`config.mk`:
```
export PLATFORM = sky130hd
export DESIGN_NAME = hazard_mc
export DESIGN_NICKNAME = d
export VERILOG_FILES = /design/src/rtl/hazard_pkg.sv /design/src/rtl/lat_scoreboard.sv /design/src/rtl/hazard_mc.sv
export SDC_FILE = /design/constraint.sdc
export NUM_CORES = 1
export LEC_CHECK = 0
export ABC_AREA = 1
export BUFFER_PORTS_ARGS = -buffer_cell sky130_fd_sc_hd__buf_2
export CELL_PAD_IN_SITES_DETAIL_PLACEMENT = 1
export CELL_PAD_IN_SITES_GLOBAL_PLACEMENT = 2
export CORE_MARGIN = 10
export CORE_UTILIZATION = 39
export CTS_CLUSTER_SIZE = 40
export DETAILED_ROUTE_END_ITERATION = 7
export MAX_ROUTING_LAYER = met4
export PLACE_DENSITY_LB_ADDON = 0.2
export SLEW_MARGIN = 20
export SYNTH_ARGS = -nofsm -noshare
export SYNTH_HDL_FRONTEND = slang
export SYNTH_SLANG_ARGS = --single-unit
```
`constraint.sdc`:
```
create_clock -name clk -period 55.5 [get_ports clk]
set_input_delay 2.775 -clock clk [delete_from_list [all_inputs] [get_ports clk]]
set_output_delay 2.775 -clock clk [all_outputs]
set_load 0.02 [all_outputs]
```
`src/rtl/hazard_pkg.sv`:
```
// rtl/hazard_pkg.sv - shared types and helpers for the multi-file hazard unit
package hazard_pkg;

  typedef enum logic [1:0] {
    FWD_RF = 2'b00,
    FWD_W  = 2'b01,
    FWD_M  = 2'b10
  } fwd_sel_e;

  localparam int unsigned FILE_SCALAR = 0;
  localparam int unsigned FILE_VECTOR = 1;

  // Only scalar r0 is hardwired; every register of the other files is real.
  function automatic logic is_zero_reg(input logic [31:0] file_num, input logic [31:0] reg_num);
    return (file_num == 32'(FILE_SCALAR)) && (reg_num == 32'd0);
  endfunction

endpackage

```
`src/rtl/lat_scoreboard.sv`:
```
// rtl/lat_scoreboard.sv - per-register countdown of unforwardable multi-cycle results
module lat_scoreboard
  import hazard_pkg::*;
#(
  parameter int NREG   = 32,
  parameter int NFILE  = 2,
  parameter int LATW   = 3,
  parameter int MAXOUT = 4,
  localparam int AW    = $clog2(NREG),
  localparam int FW    = (NFILE > 1) ? $clog2(NFILE) : 1,
  localparam int PW    = $clog2(MAXOUT + 1)
) (
  input  logic            clk,
  input  logic            rst_n,
  input  logic            clear_i,
  input  logic            busy_i,
  input  logic            load_i,
  input  logic [FW-1:0]   load_file_i,
  input  logic [AW-1:0]   load_reg_i,
  input  logic [LATW-1:0] load_lat_i,
  input  logic [FW-1:0]   rs_file_i,
  input  logic [AW-1:0]   rs_i,
  input  logic [FW-1:0]   rt_file_i,
  input  logic [AW-1:0]   rt_i,
  input  logic [FW-1:0]   dst_file_i,
  input  logic [AW-1:0]   dst_i,
  output logic            rs_busy_o,
  output logic            rt_busy_o,
  output logic            dst_busy_o,
  output logic [PW-1:0]   pending_o
);

  localparam int NE = NFILE * NREG;
  localparam int IW = (NE > 1) ? $clog2(NE) : 1;

  logic [LATW-1:0] cnt_q [NE];
  logic [LATW-1:0] cnt_d [NE];

  // Flat index of (file, reg); file-major layout.
  function automatic logic [IW-1:0] entry_idx(input logic [FW-1:0] f, input logic [AW-1:0] r);
    return IW'(int'(f) * NREG + int'(r));
  endfunction

  // Guards against file/reg codes beyond NFILE/NREG when those are not powers of two.
  function automatic logic entry_ok(input logic [FW-1:0] f, input logic [AW-1:0] r);
    return (int'(f) < NFILE) && (int'(r) < NREG);
  endfunction

  function automatic logic entry_busy(input logic [FW-1:0] f, input logic [AW-1:0] r);
    if (!entry_ok(f, r)) return 1'b0;
    return cnt_q[entry_idx(f, r)] != '0;
  endfunction

  assign rs_busy_o  = entry_busy(rs_file_i, rs_i);
  assign rt_busy_o  = entry_busy(rt_file_i, rt_i);
  assign dst_busy_o = entry_busy(dst_file_i, dst_i);

  // Next count per entry: clear, then load, then busy-gated countdown.
  always_comb begin
    for (int i = 0; i < NE; i++) begin
      cnt_d[i] = cnt_q[i];
      if (clear_i) begin
        cnt_d[i] = '0;
      end else if (load_i && entry_ok(load_file_i, load_reg_i) &&
                   (IW'(i) == entry_idx(load_file_i, load_reg_i))) begin
        cnt_d[i] = load_lat_i;
      end else if (!busy_i && (cnt_q[i] != '0)) begin
        cnt_d[i] = cnt_q[i] - LATW'(1);
      end
    end
  end

  // Counter storage; reset drops every outstanding entry at once.
  always_ff @(posedge clk or negedge rst_n) begin
    if (!rst_n) begin
      for (int i = 0; i < NE; i++) cnt_q[i] <= '0;
    end else begin
      for (int i = 0; i < NE; i++) cnt_q[i] <= cnt_d[i];
    end
  end

  // Number of live entries; accept is refused at MAXOUT so this cannot overflow.
  always_comb begin
    pending_o = '0;
    for (int i = 0; i < NE; i++) begin
      if (cnt_q[i] != '0) pending_o = pending_o + PW'(1);
    end
  end

endmodule

```
`src/rtl/hazard_mc.sv`:
```
// rtl/hazard_mc.sv - multi-file forwarding and stall/flush control with latency scoreboard
module hazard_mc
  import hazard_pkg::*;
#(
  parameter int NREG   = 32,
  parameter int NFILE  = 2,
  parameter int LATW   = 3,
  parameter int MAXOUT = 4,
  localparam int AW    = $clog2(NREG),
  localparam int FW    = (NFILE > 1) ? $clog2(NFILE) : 1,
  localparam int PW    = $clog2(MAXOUT + 1)
) (
  input  logic            clk,
  input  logic            rst_n,
  input  logic [AW-1:0]   rsD,
  input  logic [AW-1:0]   rtD,
  input  logic [FW-1:0]   rs_fileD,
  input  logic [FW-1:0]   rt_fileD,
  input  logic            issueD,
  input  logic [AW-1:0]   dstD,
  input  logic [FW-1:0]   dst_fileD,
  input  logic [LATW-1:0] latD,
  input  logic [AW-1:0]   rsE,
  input  logic [AW-1:0]   rtE,
  input  logic [FW-1:0]   rs_fileE,
  input  logic [FW-1:0]   rt_fileE,
  input  logic [AW-1:0]   writeregE,
  input  logic [AW-1:0]   writeregM,
  input  logic [AW-1:0]   writeregW,
  input  logic [FW-1:0]   fileE,
  input  logic [FW-1:0]   fileM,
  input  logic [FW-1:0]   fileW,
  input  logic            regwriteE,
  input  logic            regwriteM,
  input  logic            regwriteW,
  input  logic            memtoregE,
  input  logic            memtoregM,
  input  logic [1:0]      branchD,
  input  logic            busy,
  input  logic            clear,
  output logic            forwardaD,
  output logic            forwardbD,
  output logic [1:0]      forwardaE,
  output logic [1:0]      forwardbE,
  output logic            stallF,
  output logic            stallD,
  output logic            stallE,
  output logic            stallM,
  output logic            stallW,
  output logic            flushE,
  output logic [PW-1:0]   pending
);

  logic rs_busy, rt_busy, dst_busy;
  logic lwstall, brstall, sbstall, accept;

  // A stage produces (f, r) if it writes that exact file/register and it is not scalar r0.
  function automatic logic match(input logic we, input logic [FW-1:0] wf, input logic [AW-1:0] wr,
                                 input logic [FW-1:0] f, input logic [AW-1:0] r);
    return we && (wf == f) && (wr == r) && !is_zero_reg(32'(f), 32'(r));
  endfunction

  // One operand path shared by both E-stage sources; M is the younger result.
  function automatic fwd_sel_e e_sel(input logic [FW-1:0] f, input logic [AW-1:0] r);
    if (match(regwriteM, fileM, writeregM, f, r)) return FWD_M;
    if (match(regwriteW, fileW, writeregW, f, r)) return FWD_W;
    return FWD_RF;
  endfunction

  assign forwardaE = e_sel(rs_fileE, rsE);
  assign forwardbE = e_sel(rt_fileE, rtE);

  // Branch compare lives in D and only reads scalar registers.
  assign forwardaD = (rs_fileD == FW'(FILE_SCALAR)) && match(regwriteM, fileM, writeregM, rs_fileD, rsD);
  assign forwardbD = (rt_fileD == FW'(FILE_SCALAR)) && match(regwriteM, fileM, writeregM, rt_fileD, rtD);

  assign lwstall = memtoregE && (match(regwriteE, fileE, writeregE, rs_fileD, rsD) ||
                                 match(regwriteE, fileE, writeregE, rt_fileD, rtD));

  assign brstall = (|branchD) &&
                   (match(regwriteE, fileE, writeregE, rs_fileD, rsD) ||
                    match(regwriteE, fileE, writeregE, rt_fileD, rtD) ||
                    (memtoregM && (match(regwriteM, fileM, writeregM, rs_fileD, rsD) ||
                                   match(regwriteM, fileM, writeregM, rt_fileD, rtD))));

  // RAW on a tracked result, WAW on the destination, or no free tracking slot.
  assign sbstall = rs_busy || rt_busy || (issueD && (dst_busy || (pending == PW'(MAXOUT))));

  assign stallD = lwstall || brstall || sbstall || busy;
  assign stallF = stallD;
  assign stallE = busy;
  assign stallM = busy;
  assign stallW = busy;
  assign flushE = stallD && !busy;

  assign accept = issueD && !stallD && (latD != '0) && !is_zero_reg(32'(dst_fileD), 32'(dstD));

  lat_scoreboard #(
    .NREG   (NREG),
    .NFILE  (NFILE),
    .LATW   (LATW),
    .MAXOUT (MAXOUT)
  ) u_sb (
    .clk         (clk),
    .rst_n       (rst_n),
    .clear_i     (clear),
    .busy_i      (busy),
    .load_i      (accept),
    .load_file_i (dst_fileD),
    .load_reg_i  (dstD),
    .load_lat_i  (latD),
    .rs_file_i   (rs_fileD),
    .rs_i        (rsD),
    .rt_file_i   (rt_fileD),
    .rt_i        (rtD),
    .dst_file_i  (dst_fileD),
    .dst_i       (dstD),
    .rs_busy_o   (rs_busy),
    .rt_busy_o   (rt_busy),
    .dst_busy_o  (dst_busy),
    .pending_o   (pending)
  );

endmodule
```
==> flow_summary.ini, run 1 <==
[worst_setup_path]
arrival_ns = 31.06
crit_top_cell = nand2_1
crit_path_end_kind = primary output
crit_slowest_cell = dfrtp_1
crit_fanout = 4
cp-start-kind = flip-flop
crit_type = flip-flop to primary output
cp.required_ns = 52.73
cpPeakStageDelay_ns = 0.41

[clocking]
cts_setup_buffers = 0
cts.sinks = 192
cts_hold_buf = 0
cts_resized = 0
tritoncts = done
cts.htree.levels = 4
numCtsBuffers = 17
clk-insertion-delay-late_ns = 0.52
cts-root-buf = clkbuf_16
path_clk_slew_ns = 0.08
clk_path_buf_depth = 2

[sta]
hold_viol = 0
min_period_over_period = 0.610
slew_violations = 0
setup_viol = 0
clock.fmax_mhz = 29.6
finalSetupTns_ns = 0
min_period_ns = 33.84
fin_hold_ws_ns = 0.495
tightest_slew_ns = 1.23
rsz0062_at_grt = no
relSlewSlack = 0.180
clock_skew_ns = 0.0154

[global_route]
antenna_found_initial = 4
grt_pass1_vias = 26494
overflow = 0
grt_pass1_wl_um = 149000
grt_use_total = 0.273
grt_max_degree = 122

[floorplanning]
num_rows = 90
initial_utilization = 0.394
die_h_um = 267
dieArea_um2 = 71100
fp.dieW_um = 267
ios = 78
fp.coreArea_um2 = 60200

[yosys]
synthArstFlopShare = 1.00
yosysTopAreaCellShare = 0.211
synth-seq-cells = 192
syn_nets = 3974
avgSynthCellArea_um2 = 6.37
ys_top_cells_by_area = nand2_1, dfrtp_1, ha_1
seq_area_frac_synth = 0.203
ys_types = 54
synth.most_common_cell = nand2_1
synth_area_um2 = 23700
yosys_most_used_dff = dfrtp_1
synth_top_cell_by_area = nand2_1
yosysWarnings = 0
ys_top_cells_by_count = nand2_1, inv_1, nand3_1, dfrtp_1, ha_1
synthCells = 3721
synth-edff-count = 0

[final_layout]
final_util = 0.419
largest_reg_flops = 192
nets = 3991
top_regs = u_sb.cnt_q x192
synthToLayoutAreaGrowth_pct = 6.36
regMostFlops = u_sb.cnt_q
drive_gt1_frac = 0.117

[placed_design]
dp_hpwl_um = 70400
gp_congestion = 0.900
port_buffers = 77

[detailed_routing]
first_pass_iters = 5
num_vias = 25533
routedWlPerCell_um = 20.9
drt_iter0_markers = 1393
drc_errors = 0
final_antenna_net_count = 0
vias_per_cell = 5.63
drt_wl_total_um = 94600

[outcome]
status = finished, final reports clean

[flow_run]
maxCapViolCount = 0

[min_path]
hp-class = flip-flop to flip-flop
worst max-delay path: cells and delay by family (launching register included):
family	cells	cell delay [ns]
xor+xnor	5	0.79
flops	1	0.41
fa+ha+maj	33	9.32
compound gates	25	3.83
buf+inv	10	0.79
simple gates	113	15.42
final timing paths:
kind,startpoint,end,slack [ns],cells past startpoint
worst max register to register,u_sb.cnt_q[186],u_sb.cnt_q[42],22.78,192
min in group asynchronous,rst_n,u_sb.cnt_q[18],2.35,1
worst min-delay path,u_sb.cnt_q[139],u_sb.cnt_q[139],0.49,2
worst min register to register,u_sb.cnt_q[139],u_sb.cnt_q[139],0.49,2
worst max-delay path,u_sb.cnt_q[186],stallD,21.66,186
max in group asynchronous,rst_n,u_sb.cnt_q[141],51.11,3
cell families after synthesis:
family | count (synthesis) | synth area share
multiplexers | 1 | 0.000422
adder cells (fa/ha/maj) | 190 | 0.100
buffers and inverters | 443 | 0.0836
AO/OA/AOI/OAI | 497 | 0.125
AND/OR/NAND/NOR | 2255 | 0.436
flip-flops | 192 | 0.203
XOR/XNOR | 143 | 0.0528
per-layer routing:
metal	up-vias	GRT usage	share of wire
li1	12175	-	-
met1	12652	0.332	0.44
met2	562	0.468	0.49
met3	144	0.0274	0.042
met4	0	0.0875	0.027
met5	-	-	0
final cells by class:
cell class | count | area [um2]
fill | 8014 | 35000
multi-input combinational | 3086 | 16900
sequential | 192 | 4800
inverter | 333 | 1250
tap | 782 | 978
timing repair buffer | 108 | 642
clock buffer | 20 | 457
clock inverter | 12 | 154
antenna | 3 | 7.51
stage by stage:
stage | instance area (um2) | cells | setup WS (ns)
floorplan | 23700 | 3721 | 24.90
global placement | 24600 | 4501 | 23.18
detailed placement | 24600 | 4501 | 22.40
CTS | 25200 | 4533 | 21.64
global route | 25200 | 4536 | 19.14
finish | 25200 | 4536 | 21.66
placed cells by master, fill, tap and decap left out, types with 4 or more instances in the layout:
master	n
o21ai_1	54
nand3_2	42
a311oi_1	6
clkbuf_16	17
xor2_1	117
or2_2	28
nor2_1	176
a21oi_1	85
nor2_4	63
o21ai_0	169
a211oi_1	10
nor2_2	95
clkinv_2	5
nand2_2	63
a31oi_1	7
a21boi_0	4
buf_2	75
o211ai_1	12
o21bai_1	64
nor4_1	8
o2111ai_1	5
xnor2_1	26
a221oi_1	15
nand2_1	1330
o22ai_1	47
nor3_1	113
a2111oi_0	6
nand4_1	15
ha_1	190
buf_4	31
nand3b_1	16
dfrtp_1	192
inv_1	328
nand3_1	300
Power of run 1 is not shown: default switching activity piles up to over one toggle a cycle in this logic, so the estimate is an artifact.
==> run 2, diff against run 1 <==
Settings changed: CORE_UTILIZATION 39 to 32.
Clock period 55.5 ns to 27.3 ns, I/O delays scaled along.
==> run 2 against run 1 <==
The flow now finishes with violations (setup timing). Utilization is 1.3 points higher. Register-to-register slack got worse by 22 ns. Flip-flop and latch count unchanged. Clock-buffer cell count is 3 higher. Via count grew 4.6%. Design area increased by 25%.
==> flow_summary.ini, run 2 (same netlist as run 1, synthesis figures left out) <==
[global_route]
gr-usage-met1 = 0.322
antenna_found_initial = 4
grt_max_degree = 90
grt_use_total = 0.246
use_met2 = 0.401
grt_pass1_vias = 27347
grtUsageMet3 = 0.0304
overflow = 0
grt_pass1_wl_um = 161000
top_usage_layer = met2

[sta]
tightest_slew_ns = 1.21
clock_skew_ns = 0.0156
hold_viol = 0
fin_hold_ws_ns = 0.478
rsz0062_at_grt = yes
worst_slack_ns = -0.524
clock.fmax_mhz = 35.9
slew_violations = 0
min_period_over_period = 1.02
relSlewSlack = 0.189
setup_viol = 4
min_period_ns = 27.82

[worst_setup_path]
arrival_ns = 26.46
crit_slowest_cell = dfrtp_1
crit_top_cell = nand2_2
crit_path_end_kind = primary output
cp.required_ns = 25.93
crit_type = flip-flop to primary output
critical_path_buf_inv_count = 14
cp_top_family = simple AND/OR/NAND/NOR gates
crit_fanout = 3
cp-start-kind = flip-flop
cpPeakStageDelay_ns = 0.40

[final_layout]
fillCellCount = 9315
nets = 4361
final_util = 0.432
regMostFlops = u_sb.cnt_q
drive_gt1_frac = 0.293
final_cell_mix = nand2_1, inv_1, nand3_1
synthToLayoutAreaGrowth_pct = 33.4
top_regs = u_sb.cnt_q x192
instances_no_fill = 5083
final_cell_area_um2 = 31600
largest_reg_flops = 192
layout_commonest_cell = nand2_1

[detailed_routing]
drt_iter0_markers = 1534
num_vias = 26714
routedWlPerCell_um = 20.6
drt_wl_total_um = 105000
final_antenna_net_count = 0
vias_per_cell = 5.26
drc_errors = 0
first_pass_iters = 5

[clocking]
cts-root-buf = clkbuf_16
path_clk_slew_ns = 0.08
tritoncts = done
cts.sinks = 192
cts.htree.levels = 4
numCtsBuffers = 17
clk_path_buf_depth = 2
cts_hold_buf = 0
clk-insertion-delay-late_ns = 0.51

[outcome]
status = finished, violations left
violations = setup timing

[placed_design]
gp_congestion = 0.888
dpl_cell_area_um2 = 26900
dp_hpwl_um = 73500
port_buffers = 77
dp.cells = 4924

[min_path]
hp-class = flip-flop to flip-flop

[floorplanning]
fp.coreArea_um2 = 73200
num_rows = 99
dieArea_um2 = 85400
ios = 78
die_h_um = 292
initial_utilization = 0.324
fp.dieW_um = 292

[flow_run]
maxCapViolCount = 0
==> run 2: cell types whose count changed in the layout (fill, tap and decap cells not counted), moves of 37 or more <==
| cell | change |
|---|---|
| buf_4 | +230 |
| nand2_1 | -169 |
| nand2_2 | +135 |
| buf_6 | +109 |
| nor2_4 | +100 |
| nor2_2 | -66 |
| ha_1 | -40 |
| ha_4 | +40 |
| nor3_1 | -37 |
==> run 2: per-layer routing <==
| metal | share of wire | vias to the layer above | routed length, um |
|---|---|---|---|
| li1 | - | 12953 | - |
| met1 | 0.47 | 13258 | 49700 |
| met5 | 0 | - | 0 |
| met3 | 0.034 | 101 | 3590 |
| met4 | 0.021 | 0 | 2160 |
| met2 | 0.47 | 402 | 49500 |
==> run 2: final timing paths <==
kind,slack [ns],to,from,cells past startpoint
max in group asynchronous,24.83,u_sb.cnt_q[118],rst_n,2
worst min register to register,0.48,u_sb.cnt_q[88],u_sb.cnt_q[88],2
worst max-delay path,-0.52,stallD,u_sb.cnt_q[189],188
min in group asynchronous,0.90,u_sb.cnt_q[11],rst_n,1
worst max register to register,0.37,u_sb.cnt_q[98],u_sb.cnt_q[189],197
worst min-delay path,0.48,u_sb.cnt_q[88],u_sb.cnt_q[88],2
==> run 2: layout make-up <==
class	count	area, um2	share of cell area
Antenna cell	3	7.51	0.000237
Clock buffer	23	478	0.0151
Clock inverter	9	106	0.00336
Inverter	333	1250	0.0396
Multi-Input combinational cell	3086	19400	0.615
Sequential cell	192	4800	0.152
Tap cell	959	1200	0.0379
Timing Repair Buffer	478	4330	0.137
==> run 2: tightest hold or removal path: cells and delay by family, from the launching register on <==
kind / cells / cell delay, ns
DFF: 1 / 0.35
and+or+nand+nor: 2 / 0.10
==> run 2: repair_timing <==
action / in CTS / in global routing
setup endpoints to repair: 194 / 194
buffers inserted: 96 / 38
resized for setup: 367 / 382
gates cloned: 13 / 1
pin swaps: 212 / 298
==> run 2: metrics by stage <==
step | TNS (ns) | worst slack (ns)
after floorplan | 0 | 0.00777
after global placement | -212.95 | -1.70
after detailed placement | -315.00 | -2.22
after CTS | -20.24 | -1.02
after global routing | -207.70 | -2.02
final | -1.61 | -0.524
Power of run 2 is left out for the same reason.
==> run 3, diff against run 2 <==
Settings changed: CORE_UTILIZATION 32 to 36, RECOVER_POWER from default to 50.
Clock period 27.3 ns to 26 ns, I/O delays scaled along.
==> run 3 against run 2 <==
Critical path type unchanged. Sequential share of layout area increased by 0.97 points. Register-to-register slack got worse by 1.9 ns. Final cell count shrank 3.1%. Via count is 0.84% higher. Wire length grew 0.33%. Largest cell class unchanged. The flow finishes with violations (capacitance limit, slew limit, setup timing). Worst setup slack worse by 1.8 ns. Global-route usage is 2.7 points higher. Utilization grew 2.2 points.
==> flow_summary.ini, run 3 (same netlist as run 1, synthesis figures left out) <==
[outcome]
violations = capacitance limit, slew limit, setup timing
status = finished, violations left

[final_layout]
layout_commonest_cell = nand2_1
final_util = 0.454
fillCellCount = 8585
top_regs = u_sb.cnt_q x192
largest_reg_flops = 192
synthToLayoutAreaGrowth_pct = 25.4
instances_no_fill = 4923
regMostFlops = u_sb.cnt_q
nets = 4297
final_cell_mix = nand2_1, inv_1, buf_4
drive_gt1_frac = 0.251

[global_route]
grt_max_degree = 99
overflow = 0
grt_use_total = 0.273
antenna_found_initial = 3
grt_pass1_wl_um = 163000
grt_pass1_vias = 28883

[min_path]
hp-class = flip-flop to flip-flop
hold_path_startpoint = u_sb.cnt_q[124]
hold_path_depth = 2

[floorplanning]
die_h_um = 277
fp.dieW_um = 277
dieArea_um2 = 76500
num_rows = 94
ios = 78
initial_utilization = 0.362
fp.coreArea_um2 = 65500

[worst_setup_path]
arrival_ns = 26.98
cp-start-kind = flip-flop
r2r_slack_ns = -1.51
crit_fanout = 3
crit_slowest_cell = dfrtp_1
crit_path_end_kind = primary output
startpoint = u_sb.cnt_q[190]
cp.required_ns = 24.70
crit_type = flip-flop to primary output
crit_top_cell = nand2_2
cpPeakStageDelay_ns = 0.40
reg2reg_depth = 194
r2r_start = u_sb.cnt_q[190]

[sta]
min_period_ns = 28.28
relSlewSlack = -3.24
clock_skew_ns = 0.0192
setup_viol = 194
hold_viol = 0
rsz0062_at_grt = yes
min_period_over_period = 1.09
slew_violations = 147
fin_hold_ws_ns = 0.487
tightest_slew_ns = 6.36
worst_slack_ns = -2.28
clock.fmax_mhz = 35.4

[clocking]
clk_path_buf_depth = 2
clk-insertion-delay-late_ns = 0.54
cts.htree.levels = 4
cts.sinks = 192
path_clk_slew_ns = 0.09
cts-root-buf = clkbuf_16
numCtsBuffers = 17
cts_hold_buf = 0
tritoncts = done

[detailed_routing]
drt_iter0_markers = 1400
final_antenna_net_count = 0
routedWlPerCell_um = 21.4
first_pass_iters = 5
vias_per_cell = 5.47
num_vias = 26938
drt_wl_total_um = 105000
drc_errors = 0

[placed_design]
dp.cells = 4803
port_buffers = 77
gp_congestion = 0.902
pre_cts_ws_ns = -2.58
dp_hpwl_um = 75400

[flow_run]
maxCapViolCount = 3
-- run 3: metal layers --
metal / vias up / share of wire / global-route usage
li1: 12786 / - / -
met1: 13409 / 0.43 / 0.322
met2: 552 / 0.49 / 0.466
met3: 191 / 0.040 / 0.0357
met4: 0 / 0.037 / 0.103
met5: - / 0 / -
-- run 3: worst paths after layout --
path / endpoint
worst max-delay path: flushE
worst min-delay path: u_sb.cnt_q[124]
worst max register to register: u_sb.cnt_q[22]
worst min register to register: u_sb.cnt_q[124]
max in group asynchronous: u_sb.cnt_q[93]
min in group asynchronous: u_sb.cnt_q[8]
-- run 3: through the flow --
stage          TNS (ns)  area (um2)
3_3_place_gp    -206.28       26700
5_1_grt         -570.65       29700
2_1_floorplan         0       23900
4_1_cts         -251.93       28800
3_5_place_dp    -394.89       26700
6_report        -263.79       29700
-- run 3: what timing repair did --
item	4_1_cts	5_1_grt
pin swaps	60	119
cloned	9	2
buffers inserted	52	24
gates resized for setup	195	172
endpoints found under the setup margin	194	194
-- run 3: area by class of cell --
cell class                 count  area (um2)  area share
multi-input combinational   3087       18500       0.622
sequential                   192        4800       0.162
timing repair buffer         413        3460       0.116
inverter                     333        1250      0.0422
tap                          864        1080      0.0364
clock buffer                  18         439      0.0148
clock inverter                13         178     0.00598
antenna                        3        7.51    0.000253
-- run 3: critical path, delay by kind of cell, from the launching register on --
kind / cells / cell delay, ns
simple gates: 111 / 13.41
fa+ha+maj: 31 / 7.44
compound gates: 27 / 3.30
buf+inv: 13 / 1.02
xor+xnor: 4 / 0.82
flops: 1 / 0.40
Power of run 3 is left out for the same reason.
